[src/rtl/exec_stage_param_if.sv]
// exec_stage_param_if: decode-to-execute inputs and execute-to-memory outputs of the execute stage
interface exec_stage_param_if #(
  parameter int DATA_W = 8,
  parameter int OP_W = 5,
  parameter int RW_W = 5
);
  logic valid_dec;
  logic [OP_W-1:0] op_dec;
  logic [DATA_W-1:0] A;
  logic [DATA_W-1:0] B;
  logic [DATA_W-1:0] data_in;
  logic [RW_W-1:0] RW_dec;
  logic mem_en_dec;
  logic mem_rw_dec;
  logic mem_mux_sel_dec;
  logic stall;
  logic valid_ex;
  logic [DATA_W-1:0] ans_ex;
  logic [DATA_W-1:0] ans_hi_ex;
  logic [DATA_W-1:0] data_out;
  logic [DATA_W-1:0] B_Bypass;
  logic [3:0] flag_ex;
  logic [RW_W-1:0] RW_ex;
  logic mem_en_ex;
  logic mem_rw_ex;
  logic mem_mux_sel_ex;
  modport master (
    output valid_dec, op_dec, A, B, data_in, RW_dec, mem_en_dec, mem_rw_dec, mem_mux_sel_dec,
    input stall, valid_ex, ans_ex, ans_hi_ex, data_out, B_Bypass, flag_ex, RW_ex,
          mem_en_ex, mem_rw_ex, mem_mux_sel_ex
  );
  modport slave (
    input valid_dec, op_dec, A, B, data_in, RW_dec, mem_en_dec, mem_rw_dec, mem_mux_sel_dec,
    output stall, valid_ex, ans_ex, ans_hi_ex, data_out, B_Bypass, flag_ex, RW_ex,
           mem_en_ex, mem_rw_ex, mem_mux_sel_ex
  );
endinterface

[src/rtl/exec_stage_param.sv]
// exec_stage_param: execute stage with single-cycle ALU/shift/memory ops and iterative MUL/DIV
module exec_stage_param #(
  parameter int DATA_W = 8,
  parameter int OP_W = 5,
  parameter int RW_W = 5,
  parameter int SH_W = $clog2(DATA_W)
) (
  input logic clk,
  input logic reset,
  exec_stage_param_if.slave bus
);
  localparam logic [OP_W-1:0] OP_ADD = 'b00000, OP_SUB = 'b00001, OP_MOV = 'b00010,
    OP_AND = 'b00100, OP_OR = 'b00101, OP_XOR = 'b00110, OP_NOT = 'b00111,
    OP_SLL = 'b11001, OP_SRL = 'b11010, OP_SRA = 'b11011, OP_LOAD = 'b10110,
    OP_STORE = 'b10111, OP_PA0 = 'b10100, OP_PA1 = 'b10101, OP_MUL = 'b10010, OP_DIV = 'b10011;
  typedef enum logic {IDLE, BUSY} state_t;
  state_t state, state_nx;
  logic [DATA_W-1:0] acc, q, m, bx, res, mul_lo, mul_hi, div_lo, div_hi, it_lo, it_hi, dsub;
  logic [DATA_W:0] sum, ms, r;
  logic [SH_W-1:0] cnt, sh;
  logic [RW_W-1:0] cap_rw;
  logic cap_en, cap_rw_m, cap_mux, is_div, sub, cin, arith, upd_fl, multi, ge;
  logic [3:0] flg, it_flg;
  assign sub = bus.op_dec == OP_SUB;
  assign multi = bus.op_dec == OP_MUL || bus.op_dec == OP_DIV;
  assign sh = bus.B[SH_W-1:0];
  assign bx = sub ? ~bus.B : bus.B;
  assign sum = {1'b0, bus.A} + {1'b0, bx} + {{DATA_W{1'b0}}, sub};
  assign cin = sum[DATA_W-1] ^ bus.A[DATA_W-1] ^ bx[DATA_W-1];
  // Single-cycle result selection; ops that hold ans_ex fall through to the held value
  always_comb begin
    res = bus.ans_ex;
    upd_fl = 1'b1;
    arith = 1'b0;
    case (bus.op_dec)
      OP_ADD, OP_SUB: begin res = sum[DATA_W-1:0]; arith = 1'b1; end
      OP_MOV: res = bus.B;
      OP_AND: res = bus.A & bus.B;
      OP_OR: res = bus.A | bus.B;
      OP_XOR: res = bus.A ^ bus.B;
      OP_NOT: res = ~bus.B;
      OP_SLL: res = bus.A << sh;
      OP_SRL: res = bus.A >> sh;
      OP_SRA: res = $unsigned($signed(bus.A) >>> sh);
      OP_LOAD: res = bus.data_in;
      OP_PA0, OP_PA1: begin res = bus.A; upd_fl = 1'b0; end
      default: upd_fl = 1'b0;
    endcase
  end
  assign flg = upd_fl ? {^res, arith & (cin ^ sum[DATA_W]), res == '0, arith & sum[DATA_W]} : bus.flag_ex;
  // One shift-add multiply step: {acc,q} holds the partial product, q's LSB selects the add
  assign ms = {1'b0, acc} + (q[0] ? {1'b0, m} : '0);
  assign mul_hi = ms[DATA_W:1];
  assign mul_lo = {ms[0], q[DATA_W-1:1]};
  // One restoring divide step: acc is the partial remainder, q shifts dividend out and quotient in
  assign r = {acc, q[DATA_W-1]};
  assign ge = r >= {1'b0, m};
  assign dsub = r[DATA_W-1:0] - m;
  assign div_hi = ge ? dsub : r[DATA_W-1:0];
  assign div_lo = {q[DATA_W-2:0], ge};
  assign it_lo = is_div ? div_lo : mul_lo;
  assign it_hi = is_div ? div_hi : mul_hi;
  assign it_flg = {^it_lo, ~is_div & (it_hi != '0), it_lo == '0, is_div ? m == '0 : it_hi != '0};
  // State register
  always_ff @(posedge clk)
    if (!reset) state <= IDLE;
    else state <= state_nx;
  // Next state: enter BUSY on an accepted MUL/DIV, leave after the last iteration
  always_comb
    state_nx = state == IDLE ? (bus.valid_dec && multi ? BUSY : IDLE) : (cnt == '0 ? IDLE : BUSY);
  // Stall depends on state only
  always_comb bus.stall = state == BUSY;
  // Datapath and output registers
  always_ff @(posedge clk)
    if (!reset) begin
      {acc, q, m, cnt, cap_rw, cap_en, cap_rw_m, cap_mux, is_div} <= '0;
      {bus.valid_ex, bus.ans_ex, bus.ans_hi_ex, bus.data_out, bus.B_Bypass, bus.flag_ex} <= '0;
      {bus.RW_ex, bus.mem_en_ex, bus.mem_rw_ex, bus.mem_mux_sel_ex} <= '0;
    end else begin
      bus.valid_ex <= 1'b0;
      if (state == IDLE && bus.valid_dec && multi) begin
        acc <= '0;
        q <= bus.A;
        m <= bus.B;
        is_div <= bus.op_dec == OP_DIV;
        cnt <= SH_W'(DATA_W - 1);
        {cap_rw, cap_en, cap_rw_m, cap_mux} <= {bus.RW_dec, bus.mem_en_dec, bus.mem_rw_dec, bus.mem_mux_sel_dec};
      end else if (state == IDLE && bus.valid_dec) begin
        bus.valid_ex <= 1'b1;
        bus.ans_ex <= res;
        bus.flag_ex <= flg;
        bus.B_Bypass <= bus.B;
        if (bus.op_dec == OP_STORE) bus.data_out <= bus.A;
        {bus.RW_ex, bus.mem_en_ex, bus.mem_rw_ex, bus.mem_mux_sel_ex} <=
          {bus.RW_dec, bus.mem_en_dec, bus.mem_rw_dec, bus.mem_mux_sel_dec};
      end else if (state == BUSY) begin
        acc <= it_hi;
        q <= it_lo;
        cnt <= cnt - 1'b1;
        if (cnt == '0) begin
          bus.valid_ex <= 1'b1;
          bus.ans_ex <= it_lo;
          bus.ans_hi_ex <= it_hi;
          bus.flag_ex <= it_flg;
          bus.B_Bypass <= m;
          {bus.RW_ex, bus.mem_en_ex, bus.mem_rw_ex, bus.mem_mux_sel_ex} <= {cap_rw, cap_en, cap_rw_m, cap_mux};
        end
      end
    end
endmodule

[src/flat_wrapper.sv]
// flat-port wrapper written by rule: the top's interface ports become plain ports
module exec_stage_param_flat 
#(
  parameter int DATA_W = 8,
  parameter int OP_W = 5,
  parameter int RW_W = 5,
  parameter int SH_W = $clog2(DATA_W)
)
  (clk, reset, bus_valid_dec, bus_op_dec, bus_A, bus_B, bus_data_in, bus_RW_dec, bus_mem_en_dec, bus_mem_rw_dec, bus_mem_mux_sel_dec, bus_stall, bus_valid_ex, bus_ans_ex, bus_ans_hi_ex, bus_data_out, bus_B_Bypass, bus_flag_ex, bus_RW_ex, bus_mem_en_ex, bus_mem_rw_ex, bus_mem_mux_sel_ex);
  exec_stage_param_if #(.DATA_W(DATA_W), .OP_W(OP_W), .RW_W(RW_W)) bus_i ();
  input logic clk;
  input logic reset;
  input wire logic [$bits(bus_i.valid_dec)-1:0] bus_valid_dec;
  input wire logic [$bits(bus_i.op_dec)-1:0] bus_op_dec;
  input wire logic [$bits(bus_i.A)-1:0] bus_A;
  input wire logic [$bits(bus_i.B)-1:0] bus_B;
  input wire logic [$bits(bus_i.data_in)-1:0] bus_data_in;
  input wire logic [$bits(bus_i.RW_dec)-1:0] bus_RW_dec;
  input wire logic [$bits(bus_i.mem_en_dec)-1:0] bus_mem_en_dec;
  input wire logic [$bits(bus_i.mem_rw_dec)-1:0] bus_mem_rw_dec;
  input wire logic [$bits(bus_i.mem_mux_sel_dec)-1:0] bus_mem_mux_sel_dec;
  output wire logic [$bits(bus_i.stall)-1:0] bus_stall;
  output wire logic [$bits(bus_i.valid_ex)-1:0] bus_valid_ex;
  output wire logic [$bits(bus_i.ans_ex)-1:0] bus_ans_ex;
  output wire logic [$bits(bus_i.ans_hi_ex)-1:0] bus_ans_hi_ex;
  output wire logic [$bits(bus_i.data_out)-1:0] bus_data_out;
  output wire logic [$bits(bus_i.B_Bypass)-1:0] bus_B_Bypass;
  output wire logic [$bits(bus_i.flag_ex)-1:0] bus_flag_ex;
  output wire logic [$bits(bus_i.RW_ex)-1:0] bus_RW_ex;
  output wire logic [$bits(bus_i.mem_en_ex)-1:0] bus_mem_en_ex;
  output wire logic [$bits(bus_i.mem_rw_ex)-1:0] bus_mem_rw_ex;
  output wire logic [$bits(bus_i.mem_mux_sel_ex)-1:0] bus_mem_mux_sel_ex;
  assign bus_i.valid_dec = bus_valid_dec;
  assign bus_i.op_dec = bus_op_dec;
  assign bus_i.A = bus_A;
  assign bus_i.B = bus_B;
  assign bus_i.data_in = bus_data_in;
  assign bus_i.RW_dec = bus_RW_dec;
  assign bus_i.mem_en_dec = bus_mem_en_dec;
  assign bus_i.mem_rw_dec = bus_mem_rw_dec;
  assign bus_i.mem_mux_sel_dec = bus_mem_mux_sel_dec;
  assign bus_stall = bus_i.stall;
  assign bus_valid_ex = bus_i.valid_ex;
  assign bus_ans_ex = bus_i.ans_ex;
  assign bus_ans_hi_ex = bus_i.ans_hi_ex;
  assign bus_data_out = bus_i.data_out;
  assign bus_B_Bypass = bus_i.B_Bypass;
  assign bus_flag_ex = bus_i.flag_ex;
  assign bus_RW_ex = bus_i.RW_ex;
  assign bus_mem_en_ex = bus_i.mem_en_ex;
  assign bus_mem_rw_ex = bus_i.mem_rw_ex;
  assign bus_mem_mux_sel_ex = bus_i.mem_mux_sel_ex;
  exec_stage_param #(.DATA_W(DATA_W), .OP_W(OP_W), .RW_W(RW_W), .SH_W(SH_W)) u_core (.clk(clk), .reset(reset), .bus(bus_i));
endmodule
[config.mk]
export PLATFORM = sky130hd
export DESIGN_NAME = exec_stage_param_flat
export DESIGN_NICKNAME = d
export VERILOG_FILES = /design/src/rtl/exec_stage_param_if.sv /design/src/rtl/exec_stage_param.sv /design/src/flat_wrapper.sv
export SDC_FILE = /design/constraint.sdc
export NUM_CORES = 1
export LEC_CHECK = 0
export ABC_CLOCK_PERIOD_IN_PS = 9000
export BUFFER_PORTS_ARGS = -buffer_cell sky130_fd_sc_hd__clkbuf_2
export CAP_MARGIN = 25
export CORE_ASPECT_RATIO = 1.4
export CORE_MARGIN = 3
export CORE_UTILIZATION = 64
export CTS_CLUSTER_DIAMETER = 150
export DETAILED_ROUTE_END_ITERATION = 8
export PLACE_DENSITY_LB_ADDON = 0.12
export SYNTH_ARGS = -nofsm -noshare
export SYNTH_HDL_FRONTEND = slang
export SYNTH_SLANG_ARGS = --single-unit
[constraint.sdc]
create_clock -name clk -period 9 [get_ports clk]
set_input_delay 1.8 -clock clk [delete_from_list [all_inputs] [get_ports clk]]
set_output_delay 1.8 -clock clk [all_outputs]
set_load 0.01 [all_outputs]
==> results, run 1 <==
- The number of gates resized after CTS is 0.
- Adding up every negative setup slack in the final design gives 0 ns.
- Averaged over all synthesized cells, the footprint is around 8.1 um^2.
- After technology mapping, the gate count stands at just under 800.
- The floorplan has between 40 and 50 rows.
- For the pin with the worst max-slew slack, the measured transition is between 0.9 and 1 ns.
- Headroom to the max-slew limit came out at 0.367.
- The average wire per cell in the routed design is just over 20 um.
- The detail route stage leaves a number of antenna-violating nets equal to 0.
- After legalization and detailed placement, the total HPWL measured approximately 15 mm.
- In the routed design, unresolved DRC markers number 0.
- Data on the critical path is required at its endpoint by roughly 9.3 ns.
- The critical-path maximum fanout is 13.
- Of the synthesized area, sequential elements account for 0.257.
- The most critical setup path has its startpoint at bus_op_dec[4].
- The pin count of the biggest net entering global routing is 60.
- The y dimension of the die is roughly 120 um.
- The number of global-route vias before repair is approximately 6300.
- Setup repair after global routing left no endpoint under its margin.
- The net count of the finished layout is around 940.
- 0 antenna diodes ended up in the layout.
- After synthesis, the share of flip-flops with an asynchronous set or reset is 0.
- The insertion delay of the later-clocked pin in the worst-skew pair is around 0.35 ns.
- In this run, post-CTS hold repair placed 0 buffers.
- The source of the worst register-to-register timing path is u_core.m[1].
- The count of endpoints failing hold in the final timing report is 0.
- The worst setup path is captured at a flip-flop.
- After synthesis the netlist holds a flip-flop and latch count of just over 80.
- The initial antenna violation count is 0.
- Counting flops with a built-in enable in the synthesized netlist gives 0.
- Synthesis instantiated 86 different standard cells from the library.
- The remaining global-route overflow is 0.
- The number of setup buffers added after CTS is 0.
- For this block, the via count after detailed routing is roughly 6500.
- OpenSTA, run right after detailed placement, puts the worst setup slack at about 3.2 ns.
- The final critical-path required period is roughly 5.6 ns.
- The all-layer global routing usage is 0.356.
- In this run the static leakage power is between 2 and 3 nW.
- The number of buffers created by CTS is 9.
- The number of DRC markers in iteration 0 is 565.
- The category of the most critical setup path is in2reg.
- Once routing completed, OpenROAD measured the worst setup slack at 3.36 ns.
- Compared with the post-synthesis result, the final layout area differs by 11.6%.
- The top flip-flop cell by instance count after synthesis is sky130_fd_sc_hd__dfxtp_1.
- The cell area power density is around 140 mW/mm^2.
- The most common cell after layout, fill and taps aside is sky130_fd_sc_hd__nand2_1.
- The maximum root-to-sink buffer count is 2.
- The first detailed-routing pass took 7 iterations.
- The tree is rooted in a sky130_fd_sc_hd__clkbuf_16.
- The kind of start point of the critical path is an input pin.
- The number of warnings printed during yosys synthesis is 0.
- The max-cap violation count is 0.
- The I/O pin count is 86.
- The die is between 90 and 100 um wide.
- The number of setup violations in the final report is 0.
- The largest voltage drop on the vdd net is 0.0987 mV.
- The top achievable clock speed is between 150 and 200 MHz.
- After detailed routing, the number of vias per cell comes to roughly 6.6.
- The final-report max-slew violation count was 0.
- The floorplan step defined a die boundary enclosing about 0.011 mm^2.
- The routed wire length is between 20 and 25 mm.
- The global-route wire length before repair is between 30 and 40 mm.
- In this run the number of H-tree levels came out at 3.
- The library cells used most frequently in the layout, excluding fill and tap cells, are 105 x sky130_fd_sc_hd__nand2_1, 85 x sky130_fd_sc_hd__clkbuf_2, 82 x sky130_fd_sc_hd__dfxtp_1.
- The clock arrives with a little over 0.008 ns of skew.
- The count of port buffers added during placement is between 80 and 90.
- When the netlist entered floorplanning its net count stood at about 900.
- The sink count of the clock tree is slightly above 80.
- The post-synthesis instance area is roughly 0.0064 mm^2.
- Of the cells placed in the final design, the portion with a size suffix greater than 1 is 0.181.
- The standard cell core area is between 0.009 and 0.01 mm^2.
- The flow ran to the end, and the final reports show no timing, DRC or antenna violations.
- The initial utilization of the core area, before any placement, comes to 0.665.
- The clock input transition at the sequential cells of the worst setup and hold paths is 0.06 ns.
- The CTS tree is yes.
- The worst endpoint data arrival time is 5.92 ns.
- The worst hold path begins at u_core.cap_rw[1].
- At the end of routability-driven placement, the weighted congestion stood at a little over 1.
- Dividing the final minimum period by the clock period gives 0.627.
- The class of the tightest hold or removal check is reg2reg.
-- metrics by stage --
stage,area [um^2],power [mW],cells,util,hold WS [ns]
after floorplan,6400,0.546,789,-,0.437
after global placement,6830,0.605,964,0.710,0.443
after detailed placement,6850,0.613,965,0.712,0.448
after CTS,7140,0.978,981,0.743,0.457
after global routing,7140,1.01,981,0.743,0.482
final,7140,0.980,981,0.743,0.455
-- worst paths after layout --
kind / to / slack [ns] / cells past startpoint
worst min register to register: u_core.cap_rw[1] / 0.45 / 2
worst max register to register: u_core.bus.flag_ex[0] / 5.48 / 10
worst min-delay path: u_core.cap_rw[1] / 0.45 / 2
worst max-delay path: u_core.bus.flag_ex[3] / 3.36 / 20
-- sequential cells by signal, indices dropped and copies added (netlist names), 3 cells and up --
name / cells
u_core.acc: 8
u_core.bus.B_Bypass: 8
u_core.bus.ans_ex: 8
u_core.bus.ans_hi_ex: 8
u_core.bus.data_out: 8
u_core.m: 8
u_core.q: 8
u_core.bus.RW_ex: 5
u_core.cap_rw: 5
u_core.bus.flag_ex: 4
u_core.cnt: 3
-- critical path, cell delays in order --
cell                        delay [ns]
sky130_fd_sc_hd__clkbuf_2         0.22
sky130_fd_sc_hd__nor4_4           0.63
sky130_fd_sc_hd__nand2_4          0.21
sky130_fd_sc_hd__xnor2_1          0.26
sky130_fd_sc_hd__inv_1            0.10
sky130_fd_sc_hd__fa_1             0.44
sky130_fd_sc_hd__inv_1            0.08
sky130_fd_sc_hd__a21o_1           0.15
sky130_fd_sc_hd__a41o_1           0.20
sky130_fd_sc_hd__nor2_1           0.06
sky130_fd_sc_hd__xnor2_1          0.13
sky130_fd_sc_hd__a2111oi_2        0.40
sky130_fd_sc_hd__or2_1            0.17
sky130_fd_sc_hd__ha_1             0.24
sky130_fd_sc_hd__xnor2_1          0.20
sky130_fd_sc_hd__xnor2_1          0.15
sky130_fd_sc_hd__nor2_1           0.06
sky130_fd_sc_hd__a211oi_1         0.26
sky130_fd_sc_hd__a21oi_1          0.08
sky130_fd_sc_hd__nor2_1           0.10
-- cell usage after synthesis, drive strengths merged (6+ instances only) --
| cell type | n | share of area |
|---|---|---|
| xor2 | 10 | 0.014 |
| or2 | 7 | 0.0068 |
| a311oi | 10 | 0.015 |
| mux2i | 28 | 0.046 |
| nor3 | 12 | 0.013 |
| o2111ai | 6 | 0.0082 |
| ha | 51 | 0.10 |
| a21oi | 53 | 0.041 |
| o211ai | 15 | 0.018 |
| buf | 27 | 0.023 |
| a31oi | 6 | 0.0059 |
| dfxtp | 82 | 0.26 |
| nand2 | 107 | 0.064 |
| nand4 | 7 | 0.0068 |
| a21o | 6 | 0.0070 |
| nor2b | 14 | 0.014 |
| inv | 36 | 0.021 |
| clkbuf | 24 | 0.014 |
| a221oi | 15 | 0.022 |
| nor2 | 77 | 0.047 |
| o21ai | 45 | 0.035 |
| and2 | 11 | 0.011 |
| a211oi | 12 | 0.015 |
| o22ai | 6 | 0.0059 |
| a22oi | 8 | 0.0094 |
| xnor2 | 22 | 0.031 |
| nor4 | 8 | 0.013 |
| mux4 | 8 | 0.028 |
-- per-layer routing --
metal,share of wire,vias to the layer above,track usage
met5,0,-,0
met3,0.074,122,0.0574
met1,0.35,2993,0.385
met4,0.076,0,0.244
li1,-,2989,-
met2,0.50,370,0.628
-- kinds of logic after synthesis --
group	after synthesis	share of synthesized area
AND/OR/NAND/NOR	274	0.211
AO/OA/AOI/OAI	219	0.239
buffers and inverters	89	0.0597
flip-flops	82	0.257
adder cells (fa/ha/maj)	54	0.109
multiplexers	39	0.0798
XOR/XNOR	32	0.0450
-- where the power goes --
part	leakage [nW]	switching [mW]	internal (mW)
Combinational	2.10	0.138	0.0872
Sequential	0.667	0.00932	0.376
Clock	0.140	0.174	0.196
-- area by class of cell --
class / count / area (um^2)
Clock buffer: 9 / 225
Clock inverter: 7 / 68.8
Fill cell: 755 / 2480
Inverter: 38 / 143
Multi-Input combinational cell: 618 / 4390
Sequential cell: 82 / 1640
Tap cell: 132 / 165
Timing Repair Buffer: 95 / 508
Note: power is estimated with default switching activity, not from simulation.
==> run 2, diff against run 1 <==
--- a/config.mk
+++ b/config.mk
@@ -5,12 +5,12 @@
 export SDC_FILE = /design/constraint.sdc
 export NUM_CORES = 1
 export LEC_CHECK = 0
-export ABC_CLOCK_PERIOD_IN_PS = 9000
+export ABC_CLOCK_PERIOD_IN_PS = 5300
 export BUFFER_PORTS_ARGS = -buffer_cell sky130_fd_sc_hd__clkbuf_2
 export CAP_MARGIN = 25
 export CORE_ASPECT_RATIO = 1.4
 export CORE_MARGIN = 3
-export CORE_UTILIZATION = 64
+export CORE_UTILIZATION = 59
 export CTS_CLUSTER_DIAMETER = 150
 export DETAILED_ROUTE_END_ITERATION = 8
 export PLACE_DENSITY_LB_ADDON = 0.12
==> constraint.sdc (replaced) <==
create_clock -name clk -period 5.3 [get_ports clk]
set_input_delay 1.06 -clock clk [delete_from_list [all_inputs] [get_ports clk]]
set_output_delay 1.06 -clock clk [all_outputs]
set_load 0.01 [all_outputs]
==> run 2 against run 1 <==
  * Sequential power up 70%
  * Clock power rose by 68%
  * Final cell count grew 0.71%
  * Global-route usage down 1.1 points
  * Critical path depth unchanged
  * Worst hold slack gained 0.0022 ns
  * Core utilization down 5.9 points
==> results, run 2 (synthesis results as in run 1) <==
- The flow ran to the end, and the final reports show no timing, DRC or antenna violations.
- Leaving out filler cells and counting taps, the final layout contains about 1000.
- The post-CTS setup repair buffer count is 0.
- The post-route setup TNS is 0 ns.
- The setup skew after layout is approximately 0.0065 ns.
- Setup repair after global routing left no endpoint under its margin.
- The total overflow left after global routing is 0.
- After routing the design area is between 0.007 and 0.008 mm^2.
- The detailed placer's ending HPWL is 15.9 mm.
- The kind of capture point of the worst setup path is a flip-flop.
- The top cell types in the final layout, fill and taps aside, are 105 x sky130_fd_sc_hd__nand2_1, 85 x sky130_fd_sc_hd__clkbuf_2, 82 x sky130_fd_sc_hd__dfxtp_1.
- The CTS H-tree depth is 3.
- The switching power summed over all nets is around 540 uW.
- The startpoint identified for the worst register-to-register timing path is u_core.m[1].
- In the final design database the tool counted 939 nets.
- The die outline area is around 0.012 mm^2.
- The required time of the critical path is around 5.6 ns.
- The share of total power dissipated in sequential elements is 0.395.
- Of the total power, combinational logic draws 0.230.
- The initial antenna violation count is 0.
- The worst setup path is launched from an input pin.
- The horizontal die dimension is ~94 um.
- The average wire per cell in the routed design is 21.0 um.
- The fraction of power consumed by the clock network is 0.375.
- Routability-driven placement finished with a final weighted congestion of approximately 1.0.
- In this run the worst setup path begins at bus_op_dec[4].
- Power spread over the standard cell area amounts to around 230 mW/mm^2.
- The setup check on the worst reg-to-reg path leaves a slack of around 1.8 ns.
- The share of layout cells above drive strength 1 is 0.181.
- In this run the worst path has a maximum fanout of 13.
- In this run the static leakage power is ~2.9 nW.
- The footprint of the multi-input gates is between 0.004 and 0.005 mm^2.
- The CTS tree is yes.
- During placement, the flow inserted port buffers numbering 85.
- The pre-antenna-repair detailed-routing pass consisted of 7 iterations.
- The standard cell core area is roughly 0.010 mm^2.
- The floorplan has 44 rows.
- In the global route stage, overall resource usage came out at 0.345.
- The overall power consumption is 1.66 mW.
- The residual DRC count is 0.
- The timing endpoint of the critical path is u_core.bus.flag_ex[3].
- The end-of-flow core utilization is 0.684.
- The category of the most critical setup path is in2reg.
- The cell at the root of the clock tree is sky130_fd_sc_hd__clkbuf_16.
- The endpoint identified for the worst register-to-register timing path is u_core.bus.flag_ex[0].
- The first global-routing pass estimated roughly 32 mm of wire.
- Across all layers, the routed design uses approximately 6400 vias.
- The cell depth of the worst flop-to-flop path is 10.
- The setup slack after placement is 0.460 ns.
- Counting along the longest clock path gives a buffer depth of 2.
- The library cell used most frequently in the layout, excluding fill and tap cells, is sky130_fd_sc_hd__nand2_1.
- The final-report max-slew violation count is 0.
- Wires add up to between 20 and 25 mm.
- The initial utilization of the core area, before any placement, comes to 0.612.
- The I/O pin count is 86.
- The sink count of the clock tree is 82.
- The area growth from synthesis to layout is 11.8%.
- The count of endpoints failing hold in the final timing report was 0.
- The insertion delay of the later-clocked pin in the worst-skew pair is 0.34 ns.
- The post-detailed-placement cell area is ~0.0069 mm^2.
- The cell count after placement is 972.
- The minimum hold slack is between 0.4 and 0.5 ns.
- The clock input transition at the sequential cells of the worst setup and hold paths is ~0.070 ns.
- Counting the fill cells in the layout gives roughly 890.
- Counting I/O delays and the setup requirement, the final critical path takes around 4.5 ns.
- In this run the tightest slew margin relative to its limit is 0.295.
- The number of setup violations in the final report is 0.
- The number of inserted diodes is 0.
- In the final layout, flip-flops and latches occupy 0.00164 mm^2.
- The worst endpoint data arrival time is approximately 4.8 ns.
- The number of buffers created by CTS is 9.
- The tool flagged a number of max-cap violations equal to 0.
- The number of global-route vias before repair came to approximately 6200.
- The vias per cell is around 6.5.
- For this block, the initial DRC count from the detailed router was ~500.
- The total of hold buffers inserted after clock tree synthesis is 0.
- The number of gates resized after CTS is 0.
- The internal power of the cells totals approximately 1.1 mW.
- The pin count of the biggest net entering global routing is 44.
- The largest voltage drop on the vdd net is 0.160 mV.
- The tightest min-delay check is of the reg2reg type.
- The least setup slack across all paths after layout is between 0.7 and 0.8 ns.
- The number of nets with antenna violations after detailed routing is 0.
- From bottom edge to top edge, the die measures 129 um.
- The switching fraction of total power is 0.325.
- For this run, the top clock speed supported by timing is ~220 MHz.
- The part of the cycle the worst path needs is 0.855.
- At the pin with the least slew margin, the transition time is between 1 and 1.5 ns.
run 2: cell count changes in the layout (fill, tap and decap cells not counted), sizes merged:
cell	change
inv	-2
clkinv	+1
buf	+1
clkinvlp	+1
run 2: final cells by class:
cell class,instances,share of cell area
clock buffers,9,0.0315
clock inverters,7,0.0101
inverters,38,0.0199
multi-input cells,618,0.613
flip-flops and latches,82,0.229
well taps,138,0.0241
repair buffers,96,0.0721
run 2: worst min path at each step:
stage,slack (ns),to,depth (start not counted),start
floorplan,0.44,u_core.cap_en,2,u_core.cap_en
global placement,0.44,u_core.cap_rw[2],2,u_core.cap_rw[2]
detailed placement,0.45,u_core.bus.ans_hi_ex[2],2,u_core.bus.ans_hi_ex[2]
CTS,0.46,u_core.bus.ans_hi_ex[2],2,u_core.bus.ans_hi_ex[2]
global route,0.48,u_core.cap_rw_m,2,u_core.cap_rw_m
finish,0.46,u_core.bus.ans_hi_ex[2],2,u_core.bus.ans_hi_ex[2]
run 2: power groups by stage:
stage,clock [mW],combinational [mW],sequential [mW]
2_1_floorplan,0,0.255,0.672
3_3_place_gp,0,0.365,0.668
3_5_place_dp,0,0.372,0.668
4_1_cts,0.627,0.375,0.654
5_1_grt,0.653,0.410,0.657
6_report,0.621,0.380,0.655
run 2: layer usage:
metal / wire [um] / global-route usage / up-vias
met2: 10400 / 0.598 / 290
li1: - / - / 2976
met5: 0 / 0 / -
met1: 7580 / 0.381 / 3065
met4: 1490 / 0.249 / 0
met3: 1290 / 0.0511 / 86
run 2: critical path, cell delays in order:
cell	delay, ns
sky130_fd_sc_hd__clkbuf_2	0.22
sky130_fd_sc_hd__nor4_4	0.40
sky130_fd_sc_hd__nand2_4	0.16
sky130_fd_sc_hd__xnor2_1	0.23
sky130_fd_sc_hd__inv_1	0.09
sky130_fd_sc_hd__fa_1	0.44
sky130_fd_sc_hd__inv_1	0.07
sky130_fd_sc_hd__a21o_1	0.14
sky130_fd_sc_hd__a41o_1	0.22
sky130_fd_sc_hd__nor2_1	0.06
sky130_fd_sc_hd__xnor2_1	0.13
sky130_fd_sc_hd__a2111oi_2	0.38
sky130_fd_sc_hd__or2_1	0.16
sky130_fd_sc_hd__ha_1	0.24
sky130_fd_sc_hd__xnor2_1	0.22
sky130_fd_sc_hd__xnor2_1	0.15
sky130_fd_sc_hd__nor2_1	0.07
sky130_fd_sc_hd__a211oi_1	0.23
sky130_fd_sc_hd__a21oi_1	0.06
sky130_fd_sc_hd__nor2_1	0.09
